File: src/rtl/mem_frame_scheduler.sv
// mem_frame_scheduler: round-robin arbiter that admits whole frames from three
// sources into a circular bank and emits one descriptor per frame (normal or error).
module mem_frame_scheduler #(
    parameter int pDATA_WIDTH = 32,
    parameter int pADDR_WIDTH = 10,
    parameter int pMAX_WORDS  = 381,
    parameter int pTIMEOUT    = 64
) (
    input  logic                               i_clk,
    input  logic                               i_reset,
    input  logic [2:0]                         i_valid,
    input  logic [pDATA_WIDTH-1:0]             i_data_port1,
    input  logic [pDATA_WIDTH-1:0]             i_data_port2,
    input  logic [pDATA_WIDTH-1:0]             i_data_port3,
    input  logic [1:0]                         i_info_port1,
    input  logic [1:0]                         i_info_port2,
    input  logic [1:0]                         i_info_port3,
    input  logic [1:0]                         i_extra_byte1,
    input  logic [1:0]                         i_extra_byte2,
    input  logic [1:0]                         i_extra_byte3,
    input  logic [pADDR_WIDTH:0]               i_free_words,
    output logic [2:0]                         o_grant,
    output logic                               o_wr_en,
    output logic [pADDR_WIDTH-1:0]             o_wr_addr,
    output logic [pDATA_WIDTH-1:0]             o_wr_data,
    output logic                               o_desc_valid,
    output logic [pADDR_WIDTH-1:0]             o_desc_addr,
    output logic [$clog2(pMAX_WORDS+1)-1:0]    o_desc_len,
    output logic [1:0]                         o_desc_src,
    output logic [1:0]                         o_desc_extra,
    output logic                               o_desc_err,
    output logic                               o_busy
);
    localparam int LEN_W = $clog2(pMAX_WORDS + 1);
    localparam int TO_W  = $clog2(pTIMEOUT + 1);
    localparam logic [LEN_W-1:0]     LAST_CNT = LEN_W'(pMAX_WORDS - 1);
    localparam logic [TO_W-1:0]      TO_LAST  = TO_W'(pTIMEOUT - 1);
    localparam logic [pADDR_WIDTH:0] FREE_MIN = (pADDR_WIDTH + 1)'(pMAX_WORDS);

    // S_DESC is a reserved encoding; it is never entered and recovers to S_IDLE.
    typedef enum logic [1:0] {S_IDLE, S_XFER, S_FLUSH, S_DESC} state_t;

    state_t                   state_q, state_d;
    logic [2:0]               grant_q, grant_d;
    logic [1:0]               last_q, last_d;
    logic [pADDR_WIDTH-1:0]   wr_ptr_q, wr_ptr_d, start_q, start_d;
    logic [LEN_W-1:0]         cnt_q, cnt_d;
    logic [TO_W-1:0]          idle_q, idle_d;
    logic                     wr_en_q, wr_en_d;
    logic [pADDR_WIDTH-1:0]   wr_addr_q, wr_addr_d;
    logic [pDATA_WIDTH-1:0]   wr_data_q, wr_data_d;
    logic                     desc_valid_q, desc_valid_d;
    logic [pADDR_WIDTH-1:0]   desc_addr_q, desc_addr_d;
    logic [LEN_W-1:0]         desc_len_q, desc_len_d;
    logic [1:0]               desc_src_q, desc_src_d;
    logic [1:0]               desc_extra_q, desc_extra_d;
    logic                     desc_err_q, desc_err_d;

    logic                     acc, end_acc, mid_start, over, idle_hit, can_grant, win_hit;
    logic [pDATA_WIDTH-1:0]   acc_data;
    logic [1:0]               acc_info, acc_extra, winner, src_idx, p0, p1;
    logic [2:0]               req_vec;

    function automatic logic [1:0] next_idx(input logic [1:0] idx);
        return (idx == 2'd2) ? 2'd0 : idx + 2'd1;
    endfunction

    // Decode the accepted word, the round-robin winner and the frame events.
    always_comb begin
        acc       = |(i_valid & grant_q);
        acc_data  = '0;
        acc_info  = '0;
        acc_extra = '0;
        src_idx   = 2'd0;
        if (grant_q[0]) begin
            acc_data = i_data_port1; acc_info = i_info_port1; acc_extra = i_extra_byte1;
        end else if (grant_q[1]) begin
            acc_data = i_data_port2; acc_info = i_info_port2; acc_extra = i_extra_byte2;
            src_idx  = 2'd1;
        end else if (grant_q[2]) begin
            acc_data = i_data_port3; acc_info = i_info_port3; acc_extra = i_extra_byte3;
            src_idx  = 2'd2;
        end
        req_vec = i_valid & {i_info_port3[0], i_info_port2[0], i_info_port1[0]};
        p0      = next_idx(last_q);
        p1      = next_idx(p0);
        win_hit = 1'b1;
        if (req_vec[p0])          winner = p0;
        else if (req_vec[p1])     winner = p1;
        else if (req_vec[last_q]) winner = last_q;
        else begin
            winner  = 2'd0;
            win_hit = 1'b0;
        end
        can_grant = win_hit && (i_free_words >= FREE_MIN);
        // A start bit after the first word means the source restarted mid-frame.
        mid_start = acc && acc_info[0] && (cnt_q != '0);
        end_acc   = acc && acc_info[1];
        over      = acc && !acc_info[1] && !mid_start && (cnt_q == LAST_CNT);
        idle_hit  = !acc && (idle_q == TO_LAST);
    end

    // Next-state logic.
    always_comb begin
        state_d = state_q;
        case (state_q)
            S_IDLE:  if (can_grant) state_d = S_XFER;
            // A restart word that is also an end word closes the frame outright.
            S_XFER:  if (mid_start)     state_d = acc_info[1] ? S_IDLE : S_FLUSH;
                     else if (end_acc)  state_d = S_IDLE;
                     else if (over)     state_d = S_FLUSH;
                     else if (idle_hit) state_d = S_IDLE;
            S_FLUSH: if (end_acc || idle_hit) state_d = S_IDLE;
            default: state_d = S_IDLE;
        endcase
    end

    // Grant, write port, descriptor and pointer updates per state.
    always_comb begin
        grant_d      = grant_q;
        last_d       = last_q;
        wr_ptr_d     = wr_ptr_q;
        start_d      = start_q;
        cnt_d        = cnt_q;
        idle_d       = idle_q;
        wr_en_d      = 1'b0;
        wr_addr_d    = wr_addr_q;
        wr_data_d    = wr_data_q;
        desc_valid_d = 1'b0;
        desc_addr_d  = desc_addr_q;
        desc_len_d   = desc_len_q;
        desc_src_d   = desc_src_q;
        desc_extra_d = desc_extra_q;
        desc_err_d   = desc_err_q;
        case (state_q)
            S_IDLE: begin
                idle_d = '0;
                if (can_grant) begin
                    grant_d = 3'(3'b001 << winner);
                    last_d  = winner;
                    start_d = wr_ptr_q;
                    cnt_d   = '0;
                end
            end
            S_XFER: begin
                idle_d      = (acc || idle_hit) ? '0 : idle_q + TO_W'(1);
                desc_addr_d = start_q;
                desc_src_d  = src_idx;
                if (mid_start || idle_hit) begin
                    // Drop the frame: report what was written and reclaim the space.
                    desc_valid_d = 1'b1;
                    desc_len_d   = cnt_q;
                    desc_extra_d = 2'b00;
                    desc_err_d   = 1'b1;
                    wr_ptr_d     = start_q;
                    if (idle_hit || acc_info[1]) grant_d = '0;
                end else if (acc) begin
                    wr_en_d   = 1'b1;
                    wr_addr_d = wr_ptr_q;
                    wr_data_d = acc_data;
                    wr_ptr_d  = wr_ptr_q + pADDR_WIDTH'(1);
                    cnt_d     = cnt_q + LEN_W'(1);
                    if (acc_info[1]) begin
                        desc_valid_d = 1'b1;
                        desc_len_d   = cnt_q + LEN_W'(1);
                        desc_extra_d = acc_extra;
                        desc_err_d   = 1'b0;
                        grant_d      = '0;
                    end else if (over) begin
                        desc_valid_d = 1'b1;
                        desc_len_d   = cnt_q + LEN_W'(1);
                        desc_extra_d = 2'b00;
                        desc_err_d   = 1'b1;
                        wr_ptr_d     = start_q;
                    end
                end
            end
            S_FLUSH: begin
                idle_d = (acc || idle_hit) ? '0 : idle_q + TO_W'(1);
                if (end_acc || idle_hit) grant_d = '0;
            end
            default: grant_d = '0;
        endcase
    end

    // State and datapath registers with synchronous reset.
    always_ff @(posedge i_clk) begin
        if (i_reset) begin
            state_q      <= S_IDLE;
            grant_q      <= '0;
            last_q       <= 2'd2;
            wr_ptr_q     <= '0;
            start_q      <= '0;
            cnt_q        <= '0;
            idle_q       <= '0;
            wr_en_q      <= 1'b0;
            wr_addr_q    <= '0;
            wr_data_q    <= '0;
            desc_valid_q <= 1'b0;
            desc_addr_q  <= '0;
            desc_len_q   <= '0;
            desc_src_q   <= '0;
            desc_extra_q <= '0;
            desc_err_q   <= 1'b0;
        end else begin
            state_q      <= state_d;
            grant_q      <= grant_d;
            last_q       <= last_d;
            wr_ptr_q     <= wr_ptr_d;
            start_q      <= start_d;
            cnt_q        <= cnt_d;
            idle_q       <= idle_d;
            wr_en_q      <= wr_en_d;
            wr_addr_q    <= wr_addr_d;
            wr_data_q    <= wr_data_d;
            desc_valid_q <= desc_valid_d;
            desc_addr_q  <= desc_addr_d;
            desc_len_q   <= desc_len_d;
            desc_src_q   <= desc_src_d;
            desc_extra_q <= desc_extra_d;
            desc_err_q   <= desc_err_d;
        end
    end

    assign o_grant      = grant_q;
    assign o_wr_en      = wr_en_q;
    assign o_wr_addr    = wr_addr_q;
    assign o_wr_data    = wr_data_q;
    assign o_desc_valid = desc_valid_q;
    assign o_desc_addr  = desc_addr_q;
    assign o_desc_len   = desc_len_q;
    assign o_desc_src   = desc_src_q;
    assign o_desc_extra = desc_extra_q;
    assign o_desc_err   = desc_err_q;
    assign o_busy       = (state_q != S_IDLE);
endmodule

File: config.mk
export PLATFORM = sky130hd
export DESIGN_NAME = mem_frame_scheduler
export DESIGN_NICKNAME = d
export VERILOG_FILES = /design/src/rtl/mem_frame_scheduler.sv
export SDC_FILE = /design/constraint.sdc
export NUM_CORES = 1
export LEC_CHECK = 0
export ABC_AREA = 1
export CORE_ASPECT_RATIO = 2
export CORE_MARGIN = 2
export CORE_UTILIZATION = 45
export CTS_BUF_LIST = sky130_fd_sc_hd__clkbuf_16
export CTS_CLUSTER_SIZE = 12
export DETAILED_ROUTE_END_ITERATION = 10
export PLACE_DENSITY_LB_ADDON = 0.1
export SETUP_SLACK_MARGIN = 0.3
export SKIP_LAST_GASP = 1
export SYNTH_ARGS = -nofsm -noshare
export SYNTH_HDL_FRONTEND = slang
export SYNTH_SLANG_ARGS = --single-unit
File: constraint.sdc
create_clock -name i_clk -period 2.8 [get_ports i_clk]
set_input_delay 0.42 -clock i_clk [delete_from_list [all_inputs] [get_ports i_clk]]
set_output_delay 0.42 -clock i_clk [all_outputs]
set_load 0.05 [all_outputs]
Word-level counts from Yosys, hierarchy flattened --
Index checks and enable logic that the tools add are counted.
Cells by class: $add $sub $neg 5, $lt $le $gt $ge 4, equality and inequality tests 14, shift operators 1, multiplexer cells 68, bitwise logic cells 4, reductions and logical operators 33
Operators with widths (number):
- 32-bit 2-to-1 mux | 3
- 9-bit 2-to-1 mux | 7
- 2-bit 2-to-1 mux | 25
- 10-bit 2-to-1 mux | 4
- 3-bit 2-to-1 mux | 6
- 9-bit case mux with 2 select lines | 1
- 1-bit 2-to-1 mux | 15
- 7-bit case mux with 2 select lines | 1
- 11-bit by 9-bit >= comparator with 1-bit output (second input constant) | 1
- 10-bit by 1-bit adder with 10-bit output (second input constant) | 1
- 9-bit by 1-bit adder with 9-bit output (second input constant) | 1
- 9-bit equality test (second input constant) | 1
- 2-bit by 3-bit less-than comparator with 1-bit output (second input constant) | 3
- 3-bit != test (second input constant) | 3
- 3-bit case mux with 3 select lines | 1
- 3-bit AND reduction | 3
- 9-bit nonzero test | 1
- 1-bit logical AND | 8
- 2-bit != test (second input constant) | 4
- 2-bit nonzero test | 4
- 7-bit by 1-bit adder with 7-bit output (second input constant) | 1
- 7-bit by 6-bit equality test with 1-bit output (second input constant) | 1
- 7-bit 2-to-1 mux | 1
- 3-bit bitwise AND | 2
- 17 further kinds | 31
Storage, ports and cells: register bits after elaboration 111, bits of input ports 124, output and inout port bits 72, logic and storage cells 145

Logic depth before layout (Yosys ltp) --
word-level depth 12, mapped depth 17, gate-level depth less buffers 15

Least setup slack after synthesis --
Ideal clock, no wire load.
path kind reg-to-reg, from reg grant_q[1] (netlist: o_grant[1]), to reg desc_len_q[3] (netlist: o_desc_len[3]), setup time 0.114 ns, data arrival time 1.846 ns, data required time 2.686 ns, setup slack 0.840 ns, cell stages (with the launch flop) 13, buffers on the path 1, period minus slack after synthesis 1.960 ns, cells stage by stage dfxtp_1 > nor2_1 > nand3_1 > inv_1 > nor2_1 > nor2_1 > nor2_2 > nand3_4 > nand2_2 > inv_2 > buf_6 > nor2_1 > nor2_1
Between the ends: cells in the longest elaborated chain, start to end 9
RTL lines:
- start, declared | line 44 | logic [2:0] grant_q, grant_d;
- start signal, assigned | line 207 | grant_q <= grant_d;
- 3-bit bitwise AND or 2-bit 2-to-1 mux (tied branches) | line 70, 77
- 3-bit OR reduction or 2-bit 2-to-1 mux (tied branches) | line 70, 75
- 1-bit logical AND (2 in series) | line 97 | mid_start = acc && acc_info[0] && (cnt_q != '0);
- 1-bit logical NOT | line 99 | over = acc && !acc_info[1] && !mid_start && (cnt_q == LAST_CNT);
- 1-bit logical AND (2 in series) | line 99
- 3-bit nonzero test (no source line)
- 3-bit AND reduction (no source line)
- end signal, assigned | line 218 | desc_len_q <= desc_len_d;
- end, declared | line 54 | logic [LEN_W-1:0] desc_len_q, desc_len_d;
Parallel ways exist; a longest one is shown, timed or not. The select of a mux whose other input is x is not followed. A chain may end at the register's enable or synchronous reset.

Worst setup path after layout --
from reg state_q[0], to out o_busy
Between the ends: cells in the longest elaborated chain, start to end 1
RTL lines:
- start, declared | line 43 | state_t state_q, state_d;
- start signal, assigned | line 206 | state_q <= state_d;
- 2-bit nonzero test | line 235 | assign o_busy = (state_q != S_IDLE);
- end, declared | line 32 | output logic o_busy
Every way passes these cells.

==> results.toml <==
[status]
outcome = "completed"

[worst_setup_path]
reg2reg_from = "cnt_q[0]"
cp_max_fo = 5
cp.required_ns = 2.38
startpoint = "state_q[0]"
crit_type = "flip-flop to output port"
endpoint_kind = "output port"
cp-start-kind = "flip-flop"
critPathArrivalTime_ns = 1.86

[detailed_routing]
wirelength_mm = 17.6
ant_nets = 0
wl_per_cell_um = 14.0
vias = 6460
firstDrtPassIters = 5
drt_iter0_drc = 282
viasPerCell = 5.14
drc = 0

[clocking]
clk_latency_ns = 0.35
clockBufferDepth = 2
root_buffer = "clkbuf_16"
htree_levels = 3
cts_hold_buf = 0
cts_setup_buffers = 0
numCtsBuffers = 9
clock_sinks = 111
cts.reportedPaths.clkPinSlew_ns = 0.07
tritoncts = "yes"

[die]
design.die.area_mm2 = 0.0140
core_area_mm2 = 0.0128
die_w_um = 84.8
rows = 59
start_util = 0.457
pin_count = 196
die_y_um = 166

[sta]
setup_slack_ns = 0.518
relSlewSlack = 0.586
hold_violations = 0
grt_setup_unrepaired = "yes"
fin_crit_sh = 0.815
final.setup.tns_ns = 0
setup_viol = 0
clock_skew_ns = 0.00764
post-route-min-period_ns = 2.28
max_freq_ghz = 0.438
tightestPinTransition_ns = 0.619
final_max_slew_viol_count = 0

[worst_hold_path]
min-delay-start = "start_q[5]"
hp-class = "flip-flop to flip-flop"

[grt]
grt_pass1_wl_mm = 28.3
grtUsageMet1 = 0.322
grt_use_total = 0.247
grt-busiest-layer = "met2"
grt_antenna_before_repair = 0
grtUsageMet2 = 0.407
grt_start_max_net_pins = 65
use_met3 = 0.0403
grt_pass1_vias = 5825
grt.overflow.total = 0

[yosys]
synth_top_cell_by_area = "dfxtp_1"
synth_ff_type = "dfxtp_1"
synth_cells = 929
yosys-top-cells-area = "dfxtp_1 38%, nand2_1 16%, nor2_1 11%, nand3_1 9.0%, o21ai_0 6.4%"
synth_edf_count = 0
avgSynthCellArea_um2 = 6.32
seq_area_frac_synth = 0.379
synthesis.nets = 1061
synth_area_mm2 = 0.00587
synth_cell_types = 33
yosys_register_bits = 111
async_reset_ff_frac = 0
yosysWarnings = 0
synth_top_area_share = 0.379

[layout]
fin_cells = 1257
insertedDiodeCount = 0
drive_above_1_share = 0.0489
nFillCells = 1207
area_delta_synth_final_pct = 39.6
final_nets = 1232

[pwr]
p_leak_nw = 3.45
power_mw = 7.56
ir_worst_vdd_uv = 641
power_density_mw_per_mm2 = 923

[placement]
dp_worst_setup_slack_ns = 0.153
dp_cells = 1241
gp_congestion = 0.921
io_buffer_count = 195
dpl.hpwl_mm = 13.1

[flow_run]
cap_violations = 0
stage by stage:
stage | hold slack, ns | area [um2] | utilization
final | 0.472 | 8190 | 0.638
after global routing | 0.484 | 8190 | 0.638
after CTS | 0.473 | 8180 | 0.636
after detailed placement | 0.459 | 7890 | 0.614
after global placement | 0.451 | 7890 | 0.614
after floorplan | 0.444 | 5870 | -
synthesized netlist by cell type, types with 3 or more instances:
| library cell | count |
|---|---|
| nand4_1 | 5 |
| buf_2 | 12 |
| nor2_1 | 165 |
| a21oi_1 | 43 |
| nand3_1 | 106 |
| nand2_1 | 245 |
| xor2_1 | 8 |
| nor3_1 | 7 |
| a31oi_1 | 3 |
| nand2_2 | 5 |
| clkbuf_1 | 25 |
| o21ai_0 | 75 |
| nand3_2 | 4 |
| buf_4 | 6 |
| ha_1 | 8 |
| dfxtp_1 | 111 |
| inv_2 | 5 |
| inv_1 | 73 |
| nor2_2 | 3 |
cell families (layout without fill, tap and decap cells):
| logic type | after synthesis | in the layout | synth area share |
|---|---|---|---|
| DFF | 111 | 111 | 0.379 |
| xor gates and xnor gates | 8 | 8 | 0.0119 |
| and+or+nand+nor | 544 | 544 | 0.387 |
| adders and majority gates | 8 | 8 | 0.0171 |
| AOI/OAI and AO/OA | 130 | 130 | 0.115 |
| buffers and inverters | 128 | 304 | 0.0910 |
worst max-delay path, stage by stage (launching register included):
cell           delay [ns]
dfxtp_1              0.40
inv_1                0.08
ha_1                 0.26
inv_1                0.21
dlygate4sd2_1        0.56
repair_timing:
item / in CTS / in global routing
gates cloned: 0 / 0
resized for setup: 1 / 4
endpoints found under the setup margin: 1 / 55
final cells by class:
class                           instances  area [um2]  area share
Multi-Input combinational cell        690        3120       0.381
Sequential cell                       111        2220       0.271
Timing Repair Buffer                  208        2060       0.251
Inverter                               80         308      0.0376
Clock buffer                            9         225      0.0275
Tap cell                              152         190      0.0232
Clock inverter                          7        63.8     0.00779
registers in the layout, summed over array words and instances (netlist names), 2 cells and up:
| signal | cells |
|---|---|
| o_desc_src | 2 |
| last_q | 2 |
| cnt_q | 9 |
| o_desc_extra | 2 |
| o_wr_data | 32 |
| o_wr_addr | 10 |
| o_grant | 3 |
| idle_q | 7 |
| state_q | 2 |
| start_q | 10 |
| o_desc_addr | 10 |
| o_desc_len | 9 |
| wr_ptr_q | 10 |
per-layer routing:
metal	vias to the layer above	routed length, um
met4	0	520
met1	2901	7730
li1	3301	-
met2	226	8320
met3	32	1050
met5	-	0
cells in the final DEF (no fill, tap or decap), types with 3 or more instances in the layout:
| cell | instances |
|---|---|
| nor2_1 | 164 |
| a21oi_1 | 43 |
| nand2_2 | 5 |
| a31oi_1 | 3 |
| clkinvlp_4 | 3 |
| clkbuf_16 | 9 |
| nand4_1 | 5 |
| o21ai_0 | 75 |
| clkdlybuf4s50_1 | 193 |
| nor3_1 | 7 |
| nand3_2 | 3 |
| buf_4 | 13 |
| nor2_2 | 4 |
| dfxtp_1 | 110 |
| inv_2 | 5 |
| xor2_1 | 8 |
| nand2_1 | 245 |
| inv_1 | 72 |
| nand3_1 | 106 |
| ha_1 | 8 |
path summary, 6_finish.rpt:
path | cells after the start | end | slack, ns
worst max-delay path | 4 | o_busy | 0.52
worst min-delay path | 2 | o_desc_addr[5] | 0.47
worst max register to register | 14 | cnt_q[2] | 0.55
worst min register to register | 2 | o_desc_addr[5] | 0.47
power breakdown:
| group | switching [mW] | leakage (nW) | internal (mW) |
|---|---|---|---|
| Combinational | 2.62 | 2.41 | 1.34 |
| Clock | 0.620 | 0.140 | 0.623 |
| Sequential | 0.366 | 0.905 | 1.99 |
No activity file was read; power rests on OpenSTA's default activity.
==> RTL change (same flow settings) <==
The 4 states of `state_t` get a one-hot encoding in 4 bits.
--- a/src/rtl/mem_frame_scheduler.sv
+++ b/src/rtl/mem_frame_scheduler.sv
@@ -38,7 +38,7 @@
     localparam logic [pADDR_WIDTH:0] FREE_MIN = (pADDR_WIDTH + 1)'(pMAX_WORDS);
 
     // S_DESC is a reserved encoding; it is never entered and recovers to S_IDLE.
-    typedef enum logic [1:0] {S_IDLE, S_XFER, S_FLUSH, S_DESC} state_t;
+    typedef enum logic [3:0] {S_IDLE = 4'b0001, S_XFER = 4'b0010, S_FLUSH = 4'b0100, S_DESC = 4'b1000} state_t;
 
     state_t                   state_q, state_d;
     logic [2:0]               grant_q, grant_d;
Formal check against the unedited RTL: no difference found for any inputs over 4 cycles, from zero or initial values and one cycle with i_reset high; so few cycles prove little.
==> RTL change against the original RTL <==
- sequential power shrank 15%
- critical path depth down 1
- synthesized cell count shrank 0.43%
- cell area up 0.98%
- sequential cell count grew 1
- routed wire length up 1.5%
- critical path type unchanged
- worst setup slack worse by 0.059 ns
- area after synthesis up 0.34%
- total power shrank 25%
- non-clock buffer count grew 7
- critical endpoint unchanged
- die area up 0.33%
- register-to-register slack improved by 0.14 ns
==> RTL change: results (changes against the original RTL) <==
Run status
  – Status: finished, final reports clean

Route
  – Routed WL: 17.9 mm (+1.5%)
  – Vias: 6,384 (-1.2%)
  – First-pass iteration count of the detailed router: 5 (unchanged)
  – Initial DRC count: 297 (+5.3%)

Cells and area
  – Layout cell share with drive strength beyond 1: 0.0560 (+0.00714)
  – Max reg flops: 32 (unchanged)
  – # fillers: 1,226 (+1.6%)
  – Non-filler instance count after layout: 1,259 (+0.16%)
  – Post-route design area: 8270 sq um (+0.98%)
  – Final Util: 0.640 (+0.00256)
  – Ant diodes: 0 (unchanged)

CTS
  – Setup Fix Bufs, Post-CTS: 0 (unchanged)
  – Clock tree root driver cell: clkbuf_16
  – CTS Buffer Depth: 2 (unchanged)
  – Clock transition at path regs: 0.07 ns (about the same)
  – Clock Latency Late Sink: 0.35 ns (about the same)
  – H-tree depth: 3 (unchanged)
  – CTS Buf Count: 9 (unchanged)

Yosys
  – Post-synth ARST share: 0 (unchanged)
  – Ys Warns: 0 (unchanged)
  – Mapped Cells: 925 (-0.43%)
  – Synth Net Count: 1,053 (-0.75%)
  – Synth area leaders: dfxtp_1, nand2_1, nor2_1
  – Sequential fraction of the synthesis area: 0.381 (+0.00211)
  – XOR/XNOR Fraction of Synth Area: 0.0134 (+0.00145)
  – Post-synthesis compound-gate area fraction: 0.122 (+0.00683)
  – Post-synthesis adder-cell area fraction: 0.00850 (-0.00856)
  – Post-synthesis cell type count: 34 (+3.0%)
  – Most common library cells after synthesis: nand2_1, nor2_1, dfxtp_1
  – Mux cell area share after synthesis: 0 (unchanged)

Pwr
  – Clock network power share: 0.250 (+0.086)
  – PwrDens: 688 nW/um^2 (-25%)
  – Part of the power in registers: 0.351 (+0.039)
  – Maximum vdd ir drop: 0.464 mV (-28%)
  – Leakage dissipation: 3.60 nW (+4.4%)
  – Switch Pwr: 2.28 mW (-37%)

Placed design
  – Placed cell areas: 7940 sq um (+0.65%)
  – # port buffers: 195 (unchanged)
  – Detailed placer's ending HPWL: 13.5 mm (+3.0%)
  – Gpl congestion: 0.982 (+6.6%)
  – Place WS: 0.468 ns (+0.315 ns)
  – DP Cell Count: 1,243 (+0.16%)

Global route
  – Initial antenna violation count: 0 (unchanged)
  – Gr usage total: 0.254 (+0.00747)
  – Largest net degree at the start of global routing: 64 (-1.5%)
  – Global-route wire length before repair: 29.2 mm (+3.4%)
  – Number of global-route vias before repair: 6,275 (+7.7%)

Setup path
  – CP arrival: 1.92 ns (+0.06 ns)
  – RR Startpoint: o_grant[0]
  – Worst Path Max Fanout: 7 (+2)
  – Crit-path leading delay family: buffers and inverters
  – Critical Path Source: state_q[2]
  – Slowest cell on the critical path: clkdlybuf4s50_1
  – Largest stage delay on the critical path: 0.72 ns (+0.16 ns)

STA
  – Slew HR: 0.617 (+0.0313)
  – Worst Clk Skew: 0.0105 ns (+0.00283 ns)

Hold path
  – Hold_sp: idle_q[6]
  – Hold Path Class: flop to flop
-- RTL change: worst paths after layout --
kind                                 endpoint  slack, ns  cells after the start
worst max-delay path                   o_busy       0.46                      3
worst min-delay path                idle_q[6]       0.45                      2
worst max register to register  o_desc_len[0]       0.69                     11
worst min register to register      idle_q[6]       0.45                      2
-- RTL change: layer usage --
layer / vias up / part of all wire / GRT usage
met4: 0 / 0.048 / 0.133
met3: 56 / 0.049 / 0.0467
met1: 2829 / 0.37 / 0.259
met2: 211 / 0.54 / 0.476
li1: 3288 / - / -
met5: - / 0 / 0
-- RTL change: cell type report --
| cell class | instances | area share |
|---|---|---|
| sequential | 112 | 0.271 |
| timing repair buffer | 215 | 0.257 |
| inverter | 77 | 0.0349 |
| tap | 152 | 0.0230 |
| clock inverter | 7 | 0.0123 |
| multi-input combinational | 687 | 0.375 |
| clock buffer | 9 | 0.0272 |
-- RTL change: timing repair --
action                     CTS  global route
hold buffers                 0             0
setup endpoints to repair    0             1
resized for setup            0             1
